===== src/rtl/game_pkg.sv =====
// ---------------------------------------------------------------------------
// game_pkg
// Shared constants and types for the ghost behaviour logic:
//   - mode encodings driven on the scheduler's mode output
//   - ghost scheduler FSM state enum
//   - scatter/chase phase duration table and reload helper
//   - frightened-period timing constants
// ---------------------------------------------------------------------------
package game_pkg;

    localparam logic [1:0] MODE_SCATTER = 2'b00;
    localparam logic [1:0] MODE_CHASE   = 2'b01;

    typedef enum logic [1:0] {
        ST_IDLE,
        ST_SCATTER,
        ST_CHASE,
        ST_FRIGHT
    } ghost_state_t;

    localparam int unsigned PHASE_W  = 11;
    localparam int unsigned FRIGHT_W = 9;
    localparam int unsigned FLASH_W  = 4;

    localparam int unsigned FRIGHT_TICKS = 360;
    localparam int unsigned FLASH_TICKS  = 120;
    localparam int unsigned FLASH_HALF   = 15;

    localparam logic [2:0] LAST_PHASE = 3'd7;

    // Duration of each schedule phase in unpaused cycles; the last phase
    // never expires and is encoded as 0.
    function automatic logic [PHASE_W-1:0] phase_ticks(input logic [2:0] ph);
        logic [PHASE_W-1:0] t;
        case (ph)
            3'd0:    t = 11'd420;
            3'd1:    t = 11'd1200;
            3'd2:    t = 11'd420;
            3'd3:    t = 11'd1200;
            3'd4:    t = 11'd300;
            3'd5:    t = 11'd1200;
            3'd6:    t = 11'd300;
            default: t = '0;
        endcase
        return t;
    endfunction

    // Down-counter reload value: duration-1 so the phase lasts exactly
    // its duration including the advancing cycle.
    function automatic logic [PHASE_W-1:0] phase_reload(input logic [2:0] ph);
        logic [PHASE_W-1:0] t;
        t = phase_ticks(ph);
        return (t == '0) ? '0 : t - PHASE_W'(1);
    endfunction

    // Even phases scatter, odd phases chase.
    function automatic ghost_state_t phase_state(input logic [2:0] ph);
        return ph[0] ? ST_CHASE : ST_SCATTER;
    endfunction

endpackage


===== src/rtl/ghost_mode_scheduler_tick_timer.sv =====
// ---------------------------------------------------------------------------
// tick_timer
// Loadable down-counter with enable and zero flag. The count saturates at
// zero; the owner reloads it when it acts on expiry.
// Ports:
//   i_clk       clock
//   i_rst_n     asynchronous active-low reset (count -> 0)
//   i_clr       synchronous clear, highest priority
//   i_load      load i_load_val
//   i_load_val  value loaded
//   i_en        decrement by one
//   o_count     current count
//   o_zero      count == 0
// ---------------------------------------------------------------------------
module tick_timer #(
    parameter int unsigned W = 8
) (
    input  logic         i_clk,
    input  logic         i_rst_n,
    input  logic         i_clr,
    input  logic         i_load,
    input  logic [W-1:0] i_load_val,
    input  logic         i_en,
    output logic [W-1:0] o_count,
    output logic         o_zero
);

    logic [W-1:0] r_count;

    always_ff @(posedge i_clk or negedge i_rst_n) begin
        if (!i_rst_n) begin
            r_count <= '0;
        end else if (i_clr) begin
            r_count <= '0;
        end else if (i_load) begin
            r_count <= i_load_val;
        end else if (i_en && (r_count != '0)) begin
            r_count <= r_count - W'(1);
        end
    end

    assign o_count = r_count;
    assign o_zero  = (r_count == '0);

endmodule


===== src/rtl/ghost_mode_scheduler.sv =====
// ---------------------------------------------------------------------------
// ghost_mode_scheduler
// Global ghost mode schedule: walks the scatter/chase phase table, handles
// frightened periods triggered by power pellets, and produces the ghost
// reverse command and end-of-fright flash.
// Ports:
//   clk           60 Hz game tick
//   rst           asynchronous active-low reset
//   level_rst     synchronous clear, active-high
//   start         begin scheduling (only honoured in IDLE)
//   pause         global freeze of all timers, FSM and outputs
//   power_pellet  one-cycle pellet-eaten pulse
//   mode          MODE_SCATTER / MODE_CHASE (saved mode while frightened)
//   fright        frightened period active
//   fright_flash  end-of-fright blink
//   reverse       one-cycle ghost reverse command
//   phase         schedule index 0..7
// All outputs are registered.
// ---------------------------------------------------------------------------
module ghost_mode_scheduler
    import game_pkg::*;
(
    input  logic       clk,
    input  logic       rst,
    input  logic       level_rst,
    input  logic       start,
    input  logic       pause,
    input  logic       power_pellet,
    output logic [1:0] mode,
    output logic       fright,
    output logic       fright_flash,
    output logic       reverse,
    output logic [2:0] phase
);

    localparam logic [FRIGHT_W-1:0] FRIGHT_RELOAD = FRIGHT_W'(FRIGHT_TICKS - 1);
    // Count value that becomes FLASH_TICKS-1 after the next decrement.
    localparam logic [FRIGHT_W-1:0] FLASH_EDGE    = FRIGHT_W'(FLASH_TICKS);
    localparam logic [FLASH_W-1:0]  FLASH_LAST    = FLASH_W'(FLASH_HALF - 1);

    ghost_state_t r_state, w_state_nxt;
    ghost_state_t r_saved, w_saved_nxt;
    logic [2:0]   r_phase, w_phase_nxt, w_phase_inc;

    logic               w_ph_load, w_ph_en, w_ph_zero;
    logic [PHASE_W-1:0] w_ph_load_val, w_ph_count;
    logic               w_unused_ph_count;

    logic                w_fr_load, w_fr_en, w_fr_zero;
    logic [FRIGHT_W-1:0] w_fr_count;

    logic               w_rev_nxt;
    logic [1:0]         r_mode, w_mode_nxt;
    logic               r_fright, w_fright_nxt;
    logic               r_flash, w_flash_nxt;
    logic               r_reverse;
    logic               r_window, w_window_nxt;
    logic [FLASH_W-1:0] r_flash_sub, w_flash_sub_nxt;
    logic               r_flash_bit, w_flash_bit_nxt;

    assign w_phase_inc = r_phase + 3'd1;

    // Phase expiry is observed only through the zero flag.
    assign w_unused_ph_count = ^w_ph_count;

    tick_timer #(.W(PHASE_W)) u_phase_timer (
        .i_clk      (clk),
        .i_rst_n    (rst),
        .i_clr      (level_rst),
        .i_load     (w_ph_load),
        .i_load_val (w_ph_load_val),
        .i_en       (w_ph_en),
        .o_count    (w_ph_count),
        .o_zero     (w_ph_zero)
    );

    tick_timer #(.W(FRIGHT_W)) u_fright_timer (
        .i_clk      (clk),
        .i_rst_n    (rst),
        .i_clr      (level_rst),
        .i_load     (w_fr_load),
        .i_load_val (FRIGHT_RELOAD),
        .i_en       (w_fr_en),
        .o_count    (w_fr_count),
        .o_zero     (w_fr_zero)
    );

    // State register
    always_ff @(posedge clk or negedge rst) begin
        if (!rst) begin
            r_state <= ST_IDLE;
            r_saved <= ST_SCATTER;
            r_phase <= '0;
        end else if (level_rst) begin
            r_state <= ST_IDLE;
            r_saved <= ST_SCATTER;
            r_phase <= '0;
        end else begin
            r_state <= w_state_nxt;
            r_saved <= w_saved_nxt;
            r_phase <= w_phase_nxt;
        end
    end

    // Next-state logic. Nothing advances while paused; a pellet outranks a
    // simultaneous phase expiry, leaving the phase counter untouched.
    always_comb begin
        w_state_nxt   = r_state;
        w_saved_nxt   = r_saved;
        w_phase_nxt   = r_phase;
        w_ph_load     = 1'b0;
        w_ph_load_val = '0;
        w_ph_en       = 1'b0;
        w_fr_load     = 1'b0;
        w_fr_en       = 1'b0;
        w_rev_nxt     = 1'b0;
        if (!pause) begin
            unique case (r_state)
                ST_IDLE: begin
                    if (start) begin
                        w_state_nxt   = ST_SCATTER;
                        w_phase_nxt   = '0;
                        w_ph_load     = 1'b1;
                        w_ph_load_val = phase_reload(3'd0);
                    end
                end
                ST_SCATTER, ST_CHASE: begin
                    if (power_pellet) begin
                        w_state_nxt = ST_FRIGHT;
                        w_saved_nxt = r_state;
                        w_fr_load   = 1'b1;
                        w_rev_nxt   = 1'b1;
                    end else if (r_phase != LAST_PHASE) begin
                        if (w_ph_zero) begin
                            w_phase_nxt   = w_phase_inc;
                            w_state_nxt   = phase_state(w_phase_inc);
                            w_ph_load     = 1'b1;
                            w_ph_load_val = phase_reload(w_phase_inc);
                            w_rev_nxt     = 1'b1;
                        end else begin
                            w_ph_en = 1'b1;
                        end
                    end
                end
                ST_FRIGHT: begin
                    if (power_pellet) begin
                        w_fr_load = 1'b1;
                        w_rev_nxt = 1'b1;
                    end else if (w_fr_zero) begin
                        w_state_nxt = r_saved;
                    end else begin
                        w_fr_en = 1'b1;
                    end
                end
                default: ;
            endcase
        end
    end

    // Output logic: next values of the registered outputs. The flash window
    // is derived from the count after this cycle's decrement so that the
    // registered flag lines up with the registered fright output.
    always_comb begin
        w_mode_nxt = MODE_SCATTER;
        if ((w_state_nxt == ST_CHASE) ||
            ((w_state_nxt == ST_FRIGHT) && (w_saved_nxt == ST_CHASE))) begin
            w_mode_nxt = MODE_CHASE;
        end
        w_fright_nxt = (w_state_nxt == ST_FRIGHT);

        w_window_nxt    = r_window;
        w_flash_sub_nxt = r_flash_sub;
        w_flash_bit_nxt = r_flash_bit;
        if (!pause) begin
            w_window_nxt = w_fright_nxt && !w_fr_load && (w_fr_count <= FLASH_EDGE);
            if (!w_window_nxt) begin
                w_flash_sub_nxt = '0;
                w_flash_bit_nxt = 1'b0;
            end else if (!r_window) begin
                w_flash_sub_nxt = '0;
                w_flash_bit_nxt = 1'b1;
            end else if (r_flash_sub == FLASH_LAST) begin
                w_flash_sub_nxt = '0;
                w_flash_bit_nxt = ~r_flash_bit;
            end else begin
                w_flash_sub_nxt = r_flash_sub + FLASH_W'(1);
            end
        end
        w_flash_nxt = w_window_nxt && w_flash_bit_nxt;
    end

    // Output registers. Reverse is recomputed every cycle, so it drops
    // during pause instead of repeating the command.
    always_ff @(posedge clk or negedge rst) begin
        if (!rst) begin
            r_mode      <= MODE_SCATTER;
            r_fright    <= 1'b0;
            r_flash     <= 1'b0;
            r_reverse   <= 1'b0;
            r_window    <= 1'b0;
            r_flash_sub <= '0;
            r_flash_bit <= 1'b0;
        end else if (level_rst) begin
            r_mode      <= MODE_SCATTER;
            r_fright    <= 1'b0;
            r_flash     <= 1'b0;
            r_reverse   <= 1'b0;
            r_window    <= 1'b0;
            r_flash_sub <= '0;
            r_flash_bit <= 1'b0;
        end else begin
            r_mode      <= w_mode_nxt;
            r_fright    <= w_fright_nxt;
            r_flash     <= w_flash_nxt;
            r_reverse   <= w_rev_nxt;
            r_window    <= w_window_nxt;
            r_flash_sub <= w_flash_sub_nxt;
            r_flash_bit <= w_flash_bit_nxt;
        end
    end

    assign mode         = r_mode;
    assign fright       = r_fright;
    assign fright_flash = r_flash;
    assign reverse      = r_reverse;
    assign phase        = r_phase;

endmodule

===== config.mk =====
export PLATFORM = sky130hd
export DESIGN_NAME = ghost_mode_scheduler
export DESIGN_NICKNAME = d
export VERILOG_FILES = /design/src/rtl/game_pkg.sv /design/src/rtl/ghost_mode_scheduler_tick_timer.sv /design/src/rtl/ghost_mode_scheduler.sv
export SDC_FILE = /design/constraint.sdc
export NUM_CORES = 1
export LEC_CHECK = 0
export BUFFER_PORTS_ARGS = -buffer_cell sky130_fd_sc_hd__buf_4
export CORE_MARGIN = 1
export CORE_UTILIZATION = 45
export DETAILED_ROUTE_END_ITERATION = 8
export HOLD_SLACK_MARGIN = 0.02
export MAX_ROUTING_LAYER = met4
export PLACE_DENSITY_LB_ADDON = 0.3
export RECOVER_POWER = 100
export SLEW_MARGIN = 20
export SYNTH_ARGS = -nofsm -noshare
export SYNTH_HDL_FRONTEND = slang
export SYNTH_SLANG_ARGS = --single-unit

===== constraint.sdc =====
create_clock -name clk -period 2.7 [get_ports clk]
set_input_delay 0.27 -clock clk [delete_from_list [all_inputs] [get_ports clk]]
set_output_delay 0.27 -clock clk [all_outputs]
set_load 0.02 [all_outputs]

After elaboration in Yosys (flattened, before gate mapping)
Index checks and enable logic that the tools add are counted.
{"block": "totals", "ff_bits": 38, "out_inout_bits": 8, "elab_cells": 140}
{"block": "op_classes", "addsub": 5, "order_cmp": 1, "eq_ne": 19, "muxes": 78, "bitwise_logic": 1, "reduce_logical": 24}
{"cell": "two-way mux 11 bit", "count": 13}
{"cell": "two-way mux 9 bit", "count": 4}
{"cell": "one-hot mux 11 bit (3 select lines)", "count": 1}
{"cell": "two-way mux 1 bit", "count": 30}
{"cell": "two-way mux 2 bit", "count": 14}
{"cell": "logical NOT 11 bit", "count": 2}
{"cell": "one-hot mux 11 bit (2 select lines)", "count": 1}
{"cell": "subtractor 11 x 1 -> 11 bit, second input constant", "count": 2}
{"cell": "two-way mux 4 bit", "count": 5}
{"cell": "two-way mux 3 bit", "count": 6}
{"cell": "!= test 3 bit, second input constant", "count": 4}
{"cell": "nonzero test 11 bit", "count": 1}
{"cell": "equality test 2 bit, second input constant", "count": 5}
{"cell": "equality test 3 bit, second input constant", "count": 3}
{"cell": "<= comparator 9 x 7 -> 1 bit, second input constant", "count": 1}
{"cell": "logical NOT 9 bit", "count": 1}
{"cell": "nonzero test 3 bit", "count": 3}
{"cell": "nonzero test 9 bit", "count": 1}
{"cell": "subtractor 9 x 1 -> 9 bit, second input constant", "count": 1}
{"cell": "equality test 3 x 2 -> 1 bit, second input constant", "count": 2}
{"cell": "logical AND 1 bit", "count": 6}
{"cell": "one-hot mux 2 bit (3 select lines)", "count": 1}
{"cell": "one-hot mux 3 bit (2 select lines)", "count": 1}
{"cell": "AND reduction 6 bit", "count": 1}
{"cell": "15 further kinds", "count": 19}

Longest topological paths before layout
Gate-level depths: netlist of run 1.
{"block": "depth", "depth_word": 18, "depth_mapped": 11, "mapped_depth_nobuf": 9}

Hierarchy
A second synthesis of run 1 with hierarchy kept.
{"block": "hier_totals", "hier_cells": 289, "area_unflattened_um2": 2640.0}
{"mod": "ghost_mode_scheduler", "instances": 1, "cells_each": 145, "area_per_inst_um2": 1256.2, "seq_area_each_um2": 426.7}
{"mod": "tick_timer at u_phase_timer", "instances": 1, "cells_each": 81, "area_per_inst_um2": 739.5, "seq_area_each_um2": 275.3}
{"mod": "tick_timer at u_fright_timer", "instances": 1, "cells_each": 63, "area_per_inst_um2": 644.4, "seq_area_each_um2": 225.2}

Worst setup path before layout of run 1
OpenSTA, ideal clock, no wires.
{"block": "synth_timing", "kind": "register to register", "from": "reg u_phase_timer.r_count[0] (netlist: u_phase_timer.o_count[0])", "to": "reg u_phase_timer.r_count[5] (netlist: u_phase_timer.o_count[5])", "setup_ns": 0.132, "t_arrival_ns": 2.441, "t_required_ns": 2.568, "setup_slack_ns": 0.128, "path_stages_with_launch": 11, "cell_sequence": "dfrtp_1 > inv_1 > ha_1 > or3b_1 > buf_2 > nor3_4 > nand3_4 > or4_4 > a211o_1 > a32oi_1 > nor2_1"}
{"block": "synth_between", "elab_chain_cells": 8, "elab_cells_between_ends": 23}
{"item": "start, declared", "line": "ghost_mode_scheduler_tick_timer.sv:28", "rtl": "logic [W-1:0] r_count;"}
{"item": "start signal, assigned", "line": "ghost_mode_scheduler_tick_timer.sv:36", "rtl": "r_count <= i_load_val;"}
{"item": "start signal, assigned", "line": "ghost_mode_scheduler_tick_timer.sv:38", "rtl": "r_count <= r_count - W'(1);"}
{"item": "logical NOT 11 bit", "line": "ghost_mode_scheduler_tick_timer.sv:43", "rtl": "assign o_zero = (r_count == '0);"}
{"item": "two-way mux 11 bit or two-way mux 1 bit (tied branches)", "line": "ghost_mode_scheduler.sv:134", "rtl": "if (w_ph_zero) begin"}
{"item": "two-way mux 11 bit or two-way mux 1 bit (tied branches)", "line": "ghost_mode_scheduler.sv:133", "rtl": "end else if (r_phase != LAST_PHASE) begin"}
{"item": "two-way mux 11 bit or two-way mux 1 bit (tied branches)", "line": "ghost_mode_scheduler.sv:128", "rtl": "if (power_pellet) begin"}
{"item": "one-hot mux 11 bit (2 select lines) (tied with other cells)", "line": "ghost_mode_scheduler.sv:118", "rtl": "unique case (r_state)"}
{"item": "two-way mux 11 bit or two-way mux 1 bit (tied branches)", "line": "ghost_mode_scheduler.sv:117", "rtl": "if (!pause) begin"}
{"item": "two-way mux 11 bit or logical AND 1 bit (tied branches)", "line": "ghost_mode_scheduler_tick_timer.sv:35, ghost_mode_scheduler_tick_timer.sv:37"}
{"item": "two-way mux 11 bit or nonzero test 3 bit (tied branches)"}
Several ways; a longest one is shown, not always the timed one. The select of a mux whose other input is x is not followed.
A chain may end at the register's enable or synchronous reset.

Worst setup path after layout of run 1
{"block": "layout_timing", "from": "reg u_phase_timer.r_count[0] (netlist: u_phase_timer.o_count[0])", "to": "reg u_phase_timer.r_count[1] (netlist: u_phase_timer.o_count[1])"}
The elaborated chain is that of the path after synthesis.

==> results of run 1 <==
-- flip-flops by register name, indices dropped and copies added (netlist names) --
register / flops
reverse: 1
fright: 1
mode: 1
r_state: 2
r_flash_bit: 1
u_phase_timer.o_count: 11
r_window: 1
phase: 3
r_flash_sub: 4
fright_flash: 1
r_saved: 2
u_fright_timer.o_count: 9
-- layer usage --
layer | global-route usage (%) | part of all wire (%)
met1 | 27.3 | 50
met2 | 31.5 | 45
met3 | 3.75 | 3.4
met4 | 7.34 | 1.6
met5 | - | 0
-- worst max-delay path by stage --
stage,end,slack [ps]
4_1_cts,fright_flash$_DFF_PN0_,60
3_3_place_gp,u_phase_timer.o_count[0]$_DFFE_PN0P_,150
6_report,u_phase_timer.o_count[1]$_DFFE_PN0P_,100
3_5_place_dp,fright_flash$_DFF_PN0_,90
2_1_floorplan,u_phase_timer.o_count[5]$_DFFE_PN0P_,130
5_1_grt,u_phase_timer.o_count[1]$_DFFE_PN0P_,9
-- cells by family (layout without fill, tap and decap cells) --
group           Yosys count  count (layout)  share of synthesized area, %
fa+ha+maj                15              15                          7.80
xor+xnor                 13              13                          4.73
flops                    37              37                          38.5
simple gates            114             114                          25.8
compound gates           62              62                          17.7
mux                       2               2                         0.884
buf+inv                  27              52                          4.42
other cells               1               1                         0.156
-- worst max-delay path: cells and delay by family (launching register included) --
kind,cells,cell delay [ps]
and+or+nand+nor,5,1310
AOI/OAI and AO/OA,2,490
adders and majority gates,1,170
buffers and inverters,1,70
DFF,1,420
-- layout make-up --
| cell class | instances | area [µm²] |
|---|---|---|
| multi-input cells | 207 | 1390 |
| inverters | 17 | 63.8 |
| fillers | 503 | 2370 |
| flip-flops and latches | 37 | 927 |
| clock buffers | 5 | 68.8 |
| well taps | 70 | 87.6 |
| repair buffers | 27 | 168 |
| clock inverters | 3 | 68.8 |
-- layout by cell type (no fill, tap or decap), types with 4 or more instances in the layout --
cell | synthesis | final
nor4_1 | 6 | 5
nor2_1 | 23 | 22
nand3_1 | 8 | 8
clkbuf_8 | 0 | 5
nor2b_1 | 8 | 8
o21ai_0 | 13 | 13
buf_4 | 1 | 15
xor2_1 | 4 | 4
inv_1 | 17 | 17
clkbuf_1 | 7 | 10
nor3_1 | 14 | 14
xnor2_1 | 9 | 9
nand2b_1 | 7 | 7
and2_1 | 4 | 4
a21oi_1 | 19 | 19
nand2_1 | 22 | 22
dfrtp_1 | 36 | 36
ha_1 | 15 | 15
-- power by group through the flow --
stage                     Clock, mW  Sequential (mW)  Combinational [mW]
after floorplan                   0            0.609               0.212
after global placement            0            0.612               0.301
after detailed placement          0            0.613               0.304
after CTS                     0.604            0.602               0.308
after global routing          0.626            0.607               0.345
final                         0.580            0.603               0.312
-- timing repair --
| action | CTS | global route |
|---|---|---|
| endpoints found under the setup margin | 0 | 9 |
| hold endpoints to repair | 36 | 0 |
| hold buffers | 1 | 0 |
| gates resized for setup | 0 | 3 |
-- through the flow --
stage / std cells / setup WS (ps) / hold WS (ps) / area (µm²) / utilization (%)
global route: 366 / 8.70 / 335 / 2770 / 53.9
CTS: 366 / 56.8 / 324 / 2790 / 54.4
detailed placement: 357 / 85.7 / 264 / 2650 / 51.5
global placement: 357 / 152 / 262 / 2650 / 51.5
floorplan: 271 / 128 / -25.6 / 2410 / -
finish: 366 / 104 / 336 / 2770 / 53.9
==> impl_metrics.json, run 1 <==
{
  "cts_buffer_depth": 2,
  "cp-end-kind": "flip-flop",
  "synth.distinct_cells": 57,
  "nNetsFinal": 316,
  "row_count": 26,
  "synth_common_cells": "dfrtp_1 (36), nor2_1 (23), nand2_1 (22)",
  "ant_nets": 0,
  "vias": 2034,
  "power_density_mw_per_mm2": 540,
  "criticalPathCategory": "reg2reg",
  "post-cts-setup-buffer-count": 0,
  "cp-startpoint": "u_phase_timer.o_count[0]$_DFFE_PN0P_",
  "worstHoldStart": "pause",
  "n_antenna_cell": 0,
  "clock-skew-final_ps": 9.30,
  "overflow": 0,
  "grt_pass1_wl_mm": 8.47,
  "first_iter_violations": 135,
  "dr.pass1.iters": 4,
  "drv_slew": 38,
  "slowest_delay_ps": 480,
  "post-route-period-util_pct": 96.1,
  "start_util_pct": 46.8,
  "syn_avg_cell_area_um2": 8.88,
  "hold_depth": 3,
  "numCtsBuffers": 5,
  "start_kind": "flip-flop",
  "p_comb_share_pct": 20.9,
  "seqPwrFrac_pct": 40.3,
  "synth_fp_nets": 292,
  "synthTopCellsByArea": "dfrtp_1 (37%), ha_1 (7.8%), a21oi_1 (4.0%)",
  "netlist_area_mm2": 0.00241,
  "drive_gt1_share_pct": 13.2,
  "fp.dieH_um": 75.1,
  "r2r_slack_ps": 100,
  "synth_most_common_cell": "dfrtp_1",
  "required_ps": 2860,
  "core_mm2": 0.00514,
  "grt_pass1_vias": 1826,
  "clk_latency_ps": 300,
  "place_hpwl_mm": 3.77,
  "cp_max_fo": 5,
  "async_flop_share_pct": 100,
  "syn_inst": 271,
  "synth_flop_cell": "dfrtp_1",
  "slew_headroom_pct": -32.8,
  "holdPathEnd": "r_window$_DFF_PN0_",
  "power_switching_mw": 0.418,
  "yosys_warnings": 0,
  "r2r_end": "u_phase_timer.o_count[1]$_DFFE_PN0P_",
  "cpMaxStageDelayCell": "or4_4",
  "clock_power_share_pct": 38.8,
  "cp.arrival_ps": 2750,
  "r2r_start": "u_phase_timer.o_count[0]$_DFFE_PN0P_",
  "drc": 0,
  "drt-total-wl_mm": 5.15,
  "status": "complete, but fails checks",
  "cts_tree": "done",
  "clkTransAtPathRegs_ps": 80,
  "clock-sinks": 37,
  "setup_viol": 0,
  "gp_congestion": 0.823,
  "io_buffers": 12,
  "tightestPinTransition_ps": 1990,
  "ys_seq_area_share_pct": 38.5,
  "synth-seq-cells": 37,
  "hold_viol": 0,
  "io_pins": 14,
  "dieWidth_um": 75.1,
  "crit_chain": "inv_1 -> ha_1 -> or3b_1 -> nor3_4 -> nand3_4 -> or4_4 -> a211o_1 -> a22oi_1 -> nor2_1",
  "grt_max_degree": 38,
  "fmax_ghz": 0.385,
  "synth_edf_count": 0,
  "violations": "max-capacitance violations, max-slew violations",
  "max_cap_violations": 1,
  "wl_per_cell_um": 14.1,
  "tns_ps": 0,
  "hold_class": "in2reg",
  "total_power_mw": 1.50,
  "cts_root_buf": "clkbuf_8",
  "synth_top_area_share_pct": 37.4,
  "netlist.top_cell.by_area": "dfrtp_1",
  "p_sw_share_pct": 27.9,
  "power.leakage_nw": 1.23,
  "dieArea_mm2": 0.00564,
  "max-vdd-ir-drop_mv": 0.217,
  "rsz0062_at_grt": "no",
  "grt_antenna_before_repair": 0,
  "layout_min_cycle_time_ps": 2600,
  "area_growth_syn_to_layout_pct": 15.2,
  "via_per_inst": 5.56,
  "p_int_mw": 1.08,
  "htree_levels": 2,
  "worstRegToRegCells": 9,
  "grtUsageTotal_pct": 20.6
}
Note: power is estimated with default switching activity, not from simulation.
==> run 2: changes to the inputs <==
BUFFER_PORTS_ARGS = -buffer_cell sky130_fd_sc_hd__buf_2   (was -buffer_cell sky130_fd_sc_hd__buf_4)
PLACE_DENSITY_LB_ADDON = unset   (was 0.3)
clock period = 3.3 ns   (was 2.7 ns; I/O delays follow)
==> impl_metrics.json, run 2 (synthesized netlist as in run 1, its figures left out) <==
{
  "seq_area_um2": 927,
  "nNetsFinal": 303,
  "clock_power_share_pct": 29.1,
  "r2r_start": "u_phase_timer.o_count[0]$_DFFE_PN0P_",
  "setup_viol": 0,
  "final_cell_mix": "dfrtp_1 (36), nor2_1 (23), nand2_1 (22)",
  "fp.dieH_um": 75.1,
  "tns_ps": 0,
  "grt_antenna_before_repair": 0,
  "core_mm2": 0.00514,
  "largest_register_ffs": 11,
  "crit_chain": "inv_1 -> ha_1 -> or3b_1 -> nor3_1 -> nand3_4 -> or4_1 -> a211o_1 -> a32oi_1 -> nor2_1",
  "p_comb_share_pct": 21.4,
  "r2r_slack_ps": 310,
  "cp_max_fo": 8,
  "seqPwrFrac_pct": 49.5,
  "hold_class": "in2reg",
  "clock-skew-final_ps": 5.04,
  "first_iter_violations": 94,
  "start_kind": "flip-flop",
  "vias": 1940,
  "crit_path_end": "u_phase_timer.o_count[5]$_DFFE_PN0P_",
  "drv_slew": 38,
  "drive_gt1_share_pct": 7.12,
  "post_cts_resized": 0,
  "grt_max_degree": 38,
  "htree_levels": 2,
  "numCtsBuffers": 5,
  "final_common_cell": "dfrtp_1",
  "power_switching_mw": 0.307,
  "worstRegToRegCells": 9,
  "overflow": 0,
  "io_pins": 14,
  "start_util_pct": 46.8,
  "grt_pass1_vias": 1784,
  "cts_buffer_depth": 2,
  "cp-startpoint": "u_phase_timer.o_count[0]$_DFFE_PN0P_",
  "p_int_mw": 0.692,
  "slowest_delay_ps": 520,
  "max_cap_violations": 1,
  "tightestPinTransition_ps": 1970,
  "grtUsageTotal_pct": 21.1,
  "post-route-period-util_pct": 90.5,
  "dieArea_mm2": 0.00564,
  "grt_pass1_wl_mm": 8.62,
  "ctsHoldBuffers": 0,
  "cts_tree": "done",
  "dieWidth_um": 75.1,
  "status": "complete, but fails checks",
  "gp_congestion": 0.793,
  "cpMaxStageDelayCell": "or4_1",
  "fmax_ghz": 0.335,
  "n_antenna_cell": 0,
  "place_hpwl_mm": 3.55,
  "cp.depth": 9,
  "hold_viol": 0,
  "drc": 0,
  "required_ps": 3440,
  "power_density_mw_per_mm2": 388,
  "wl_per_cell_um": 14.6,
  "cp-end-kind": "flip-flop",
  "clkTransAtPathRegs_ps": 70,
  "pre_cts_slack_ps": 422,
  "r2r_end": "u_phase_timer.o_count[5]$_DFFE_PN0P_",
  "slew_headroom_pct": -31.5,
  "critPathTopFamily": "simple AND/OR/NAND/NOR gates",
  "io_buffers": 12,
  "multiInputGateArea_mm2": 0.00136,
  "criticalPathCategory": "reg2reg",
  "row_count": 26,
  "layout_min_cycle_time_ps": 2990,
  "p_sw_share_pct": 30.7,
  "via_per_inst": 5.53,
  "clock-sinks": 37,
  "postLayoutSetupSlackWorst_ps": 313,
  "fillCellCount": 530,
  "ant_nets": 0,
  "dr.pass1.iters": 4,
  "max-vdd-ir-drop_mv": 0.174,
  "cp.arrival_ps": 3130,
  "drt-total-wl_mm": 5.11,
  "violations": "max-capacitance violations, max-slew violations",
  "path_buf_inv": 1,
  "cts_root_buf": "clkbuf_8",
  "post-cts-setup-buffer-count": 0,
  "clk_latency_ps": 280,
  "power.leakage_nw": 1.13,
  "rsz0062_at_grt": "no",
  "area_growth_syn_to_layout_pct": 6.97
}
==> run 2: cell types whose count changed in the layout (fill, tap and decap cells not counted), sizes merged <==
cell / previous run / this run
clkinv: 0 / 1
clkbuf: 16 / 13
buf: 15 / 6
bufinv: 2 / 0
inv: 18 / 17
dlygate4sd3: 1 / 0
==> run 2: area by class of cell <==
| type | instances | area share (%) |
|---|---|---|
| clock buffer | 5 | 2.67 |
| clock inverter | 1 | 0.194 |
| inverter | 17 | 2.48 |
| multi-input combinational | 207 | 52.7 |
| sequential | 37 | 36.0 |
| tap | 70 | 3.40 |
| timing repair buffer | 14 | 2.53 |
==> run 2: worst min path at each step <==
| stage | cells after the start | slack [ps] | to | startpoint |
|---|---|---|---|---|
| after floorplan | 0 | 30 | fright$_DFF_PN0_ | rst |
| after global placement | 1 | 480 | phase[0]$_DFFE_PN0P_ | rst |
| after detailed placement | 1 | 490 | phase[1]$_DFFE_PN0P_ | rst |
| after CTS | 1 | 170 | phase[0]$_DFFE_PN0P_ | rst |
| after global routing | 3 | 490 | r_window$_DFF_PN0_ | pause |
| final | 3 | 470 | reverse$_DFF_PN0_ | power_pellet |
==> run 2: per-layer routing <==
metal  part of all wire, %  vias up  GRT usage [%]
met2                    43       23           29.5
met1                    53      920           29.8
met5                     0        -              -
met3                   3.2        7           6.16
met4                   1.1        0           5.24
li1                      -      990              -
==> run 2: power by group through the flow <==
stage	sequential [mW]	combinational, mW	clock (mW)
2_1_floorplan	0.498	0.173	0
3_3_place_gp	0.502	0.222	0
3_5_place_dp	0.502	0.223	0
4_1_cts	0.494	0.224	0.302
5_1_grt	0.497	0.242	0.326
6_report	0.494	0.214	0.291
==> run 2: metrics by stage <==
step	std cells	total power [mW]	hold WS (ps)	instance area, µm²	util [%]
2_1_floorplan	271	0.672	34.4	2410	-
3_3_place_gp	345	0.724	482	2530	49.1
3_5_place_dp	345	0.725	490	2530	49.1
4_1_cts	351	1.02	170	2600	50.6
5_1_grt	351	1.07	488	2570	50.1
6_report	351	0.999	468	2570	50.1
==> run 2: worst reg2reg max path, stage by stage, from the launching register on <==
cell	delay, ps
dfrtp_1	420
inv_1	70
ha_1	170
or3b_1	490
nor3_1	470
nand3_4	160
or4_1	520
a211o_1	330
a32oi_1	160
nor2_1	60
==> run 3: changes to the inputs <==
SETUP_SLACK_MARGIN = 0.5   (was unset)
==> impl_metrics.json, run 3 (synthesized netlist as in run 1, its figures left out) <==
{
  "status": "complete, but fails checks",
  "violations": "max-capacitance violations, max-slew violations",
  "grt_pass1_vias": 1788,
  "first_iter_violations": 94,
  "power.leakage_nw": 1.13,
  "criticalPathCategory": "reg2reg",
  "grt_pass1_wl_mm": 8.70,
  "clock-sinks": 37,
  "start_kind": "flip-flop",
  "grt_max_degree": 38,
  "detailroute.wirelength.met3_um": 108,
  "seqPwrFrac_pct": 49.0,
  "p_sw_share_pct": 30.6,
  "core_mm2": 0.00514,
  "n_antenna_cell": 0,
  "layout_min_cycle_time_ps": 2860,
  "fmax_ghz": 0.350,
  "max-vdd-ir-drop_mv": 0.174,
  "post-route-period-util_pct": 86.6,
  "wl_met1_mm": 2.75,
  "fp.dieH_um": 75.1,
  "final_cell_mix": "dfrtp_1 (36), nand2_1 (22), nor2_1 (22)",
  "clock-skew-final_ps": 3.62,
  "utilization_pct": 50.3,
  "largest_register_ffs": 11,
  "rsz0062_at_grt": "yes",
  "clock_power_share_pct": 28.7,
  "wl_per_cell_um": 14.6,
  "ant_nets": 0,
  "io_pins": 14,
  "start_util_pct": 46.8,
  "overflow": 0,
  "r2r_slack_ps": 440,
  "vias": 1953,
  "grt_antenna_before_repair": 0,
  "final_common_cell": "dfrtp_1",
  "setup_viol": 0,
  "cp-end-kind": "flip-flop",
  "max_cap_violations": 1,
  "nNetsFinal": 304,
  "total_power_mw": 1.01,
  "hold_class": "in2reg",
  "p_comb_share_pct": 22.2,
  "drv_slew": 38,
  "tns_ps": 0,
  "required_ps": 3450,
  "wl_met2_mm": 2.23,
  "power_density_mw_per_mm2": 390,
  "hold_viol": 0,
  "power_switching_mw": 0.309,
  "cts_buffer_depth": 2,
  "row_count": 26,
  "grtUsageTotal_pct": 21.3,
  "dr.pass1.iters": 4,
  "clk_latency_ps": 280,
  "htree_levels": 2,
  "tightestPinTransition_ps": 1990,
  "numCtsBuffers": 5,
  "top_layer": "met4",
  "via_per_inst": 5.55,
  "io_buffers": 12,
  "cts_root_buf": "clkbuf_8",
  "dieArea_mm2": 0.00564,
  "cts_tree": "done",
  "cp_max_fo": 11,
  "drt-total-wl_mm": 5.15,
  "cp.arrival_ps": 3000,
  "gp_congestion": 0.793,
  "dieWidth_um": 75.1,
  "drive_gt1_share_pct": 8.16,
  "clkTransAtPathRegs_ps": 70,
  "area_growth_syn_to_layout_pct": 7.38,
  "drc": 0,
  "p_int_mw": 0.699,
  "slew_headroom_pct": -32.9,
  "place_hpwl_mm": 3.55
}
-- run 3: critical path, cell delays in order, from the launching register on --
cell and delay [ps]:
dfrtp_1 420, inv_1 70, ha_1 180, or3b_4 440, nor3_1 360, buf_4 190
or2_0 460, nor3_1 100, a211o_1 280, a32oi_1 160, nor2_1 60
-- run 3: worst paths after layout --
path | to | depth (start not counted) | start
max | u_phase_timer.o_count[5]$_DFFE_PN0P_ | 10 | u_phase_timer.o_count[0]$_DFFE_PN0P_
min | r_window$_DFF_PN0_ | 3 | pause
max reg2reg | u_phase_timer.o_count[5]$_DFFE_PN0P_ | 10 | u_phase_timer.o_count[0]$_DFFE_PN0P_
min reg2reg | r_flash_sub[3]$_DFFE_PN0N_ | 2 | r_flash_sub[3]$_DFFE_PN0N_
max in group asynchronous | u_fright_timer.o_count[1]$_DFFE_PN0P_ | 1 | rst
min in group asynchronous | phase[1]$_DFFE_PN0P_ | 1 | rst
-- run 3: repair_timing --
action / 4_1_cts / 5_1_grt
pin swaps: 0 / 1
setup endpoints to repair: 5 / 6
hold buffers: 0 / 0
gates cloned: 0 / 0
gates resized for setup: 2 / 5
buffers inserted: 0 / 1
-- run 3: layout make-up --
class                   count  area (µm²)
clock buffers               5        68.8
clock inverters             1        5.00
fillers                   531        2560
inverters                  17        63.8
multi-input cells         207        1360
flip-flops and latches     37         927
well taps                  70        87.6
repair buffers             15        68.8
-- run 3: metal layers --
metal	global-route usage (%)	vias to the layer above
met1	30.4	938
met2	29.9	16
li1	-	992
met3	5.62	7
met4	5.24	0
met5	-	-
-- run 3: power by group through the flow --
stage | Combinational, mW | Clock [mW] | Sequential (mW)
2_1_floorplan | 0.173 | 0 | 0.498
3_3_place_gp | 0.222 | 0 | 0.502
3_5_place_dp | 0.223 | 0 | 0.502
4_1_cts | 0.230 | 0.302 | 0.494
5_1_grt | 0.252 | 0.326 | 0.497
6_report | 0.224 | 0.290 | 0.494
-- run 3: stage by stage --
stage / worst slack [ps] / instances / area, µm² / hold WS [ps]
floorplan: 728 / 271 / 2410 / 34.4
global placement: 523 / 345 / 2530 / 482
detailed placement: 422 / 345 / 2530 / 490
CTS: 542 / 351 / 2610 / 170
global route: 281 / 352 / 2580 / 488
finish: 442 / 352 / 2580 / 467
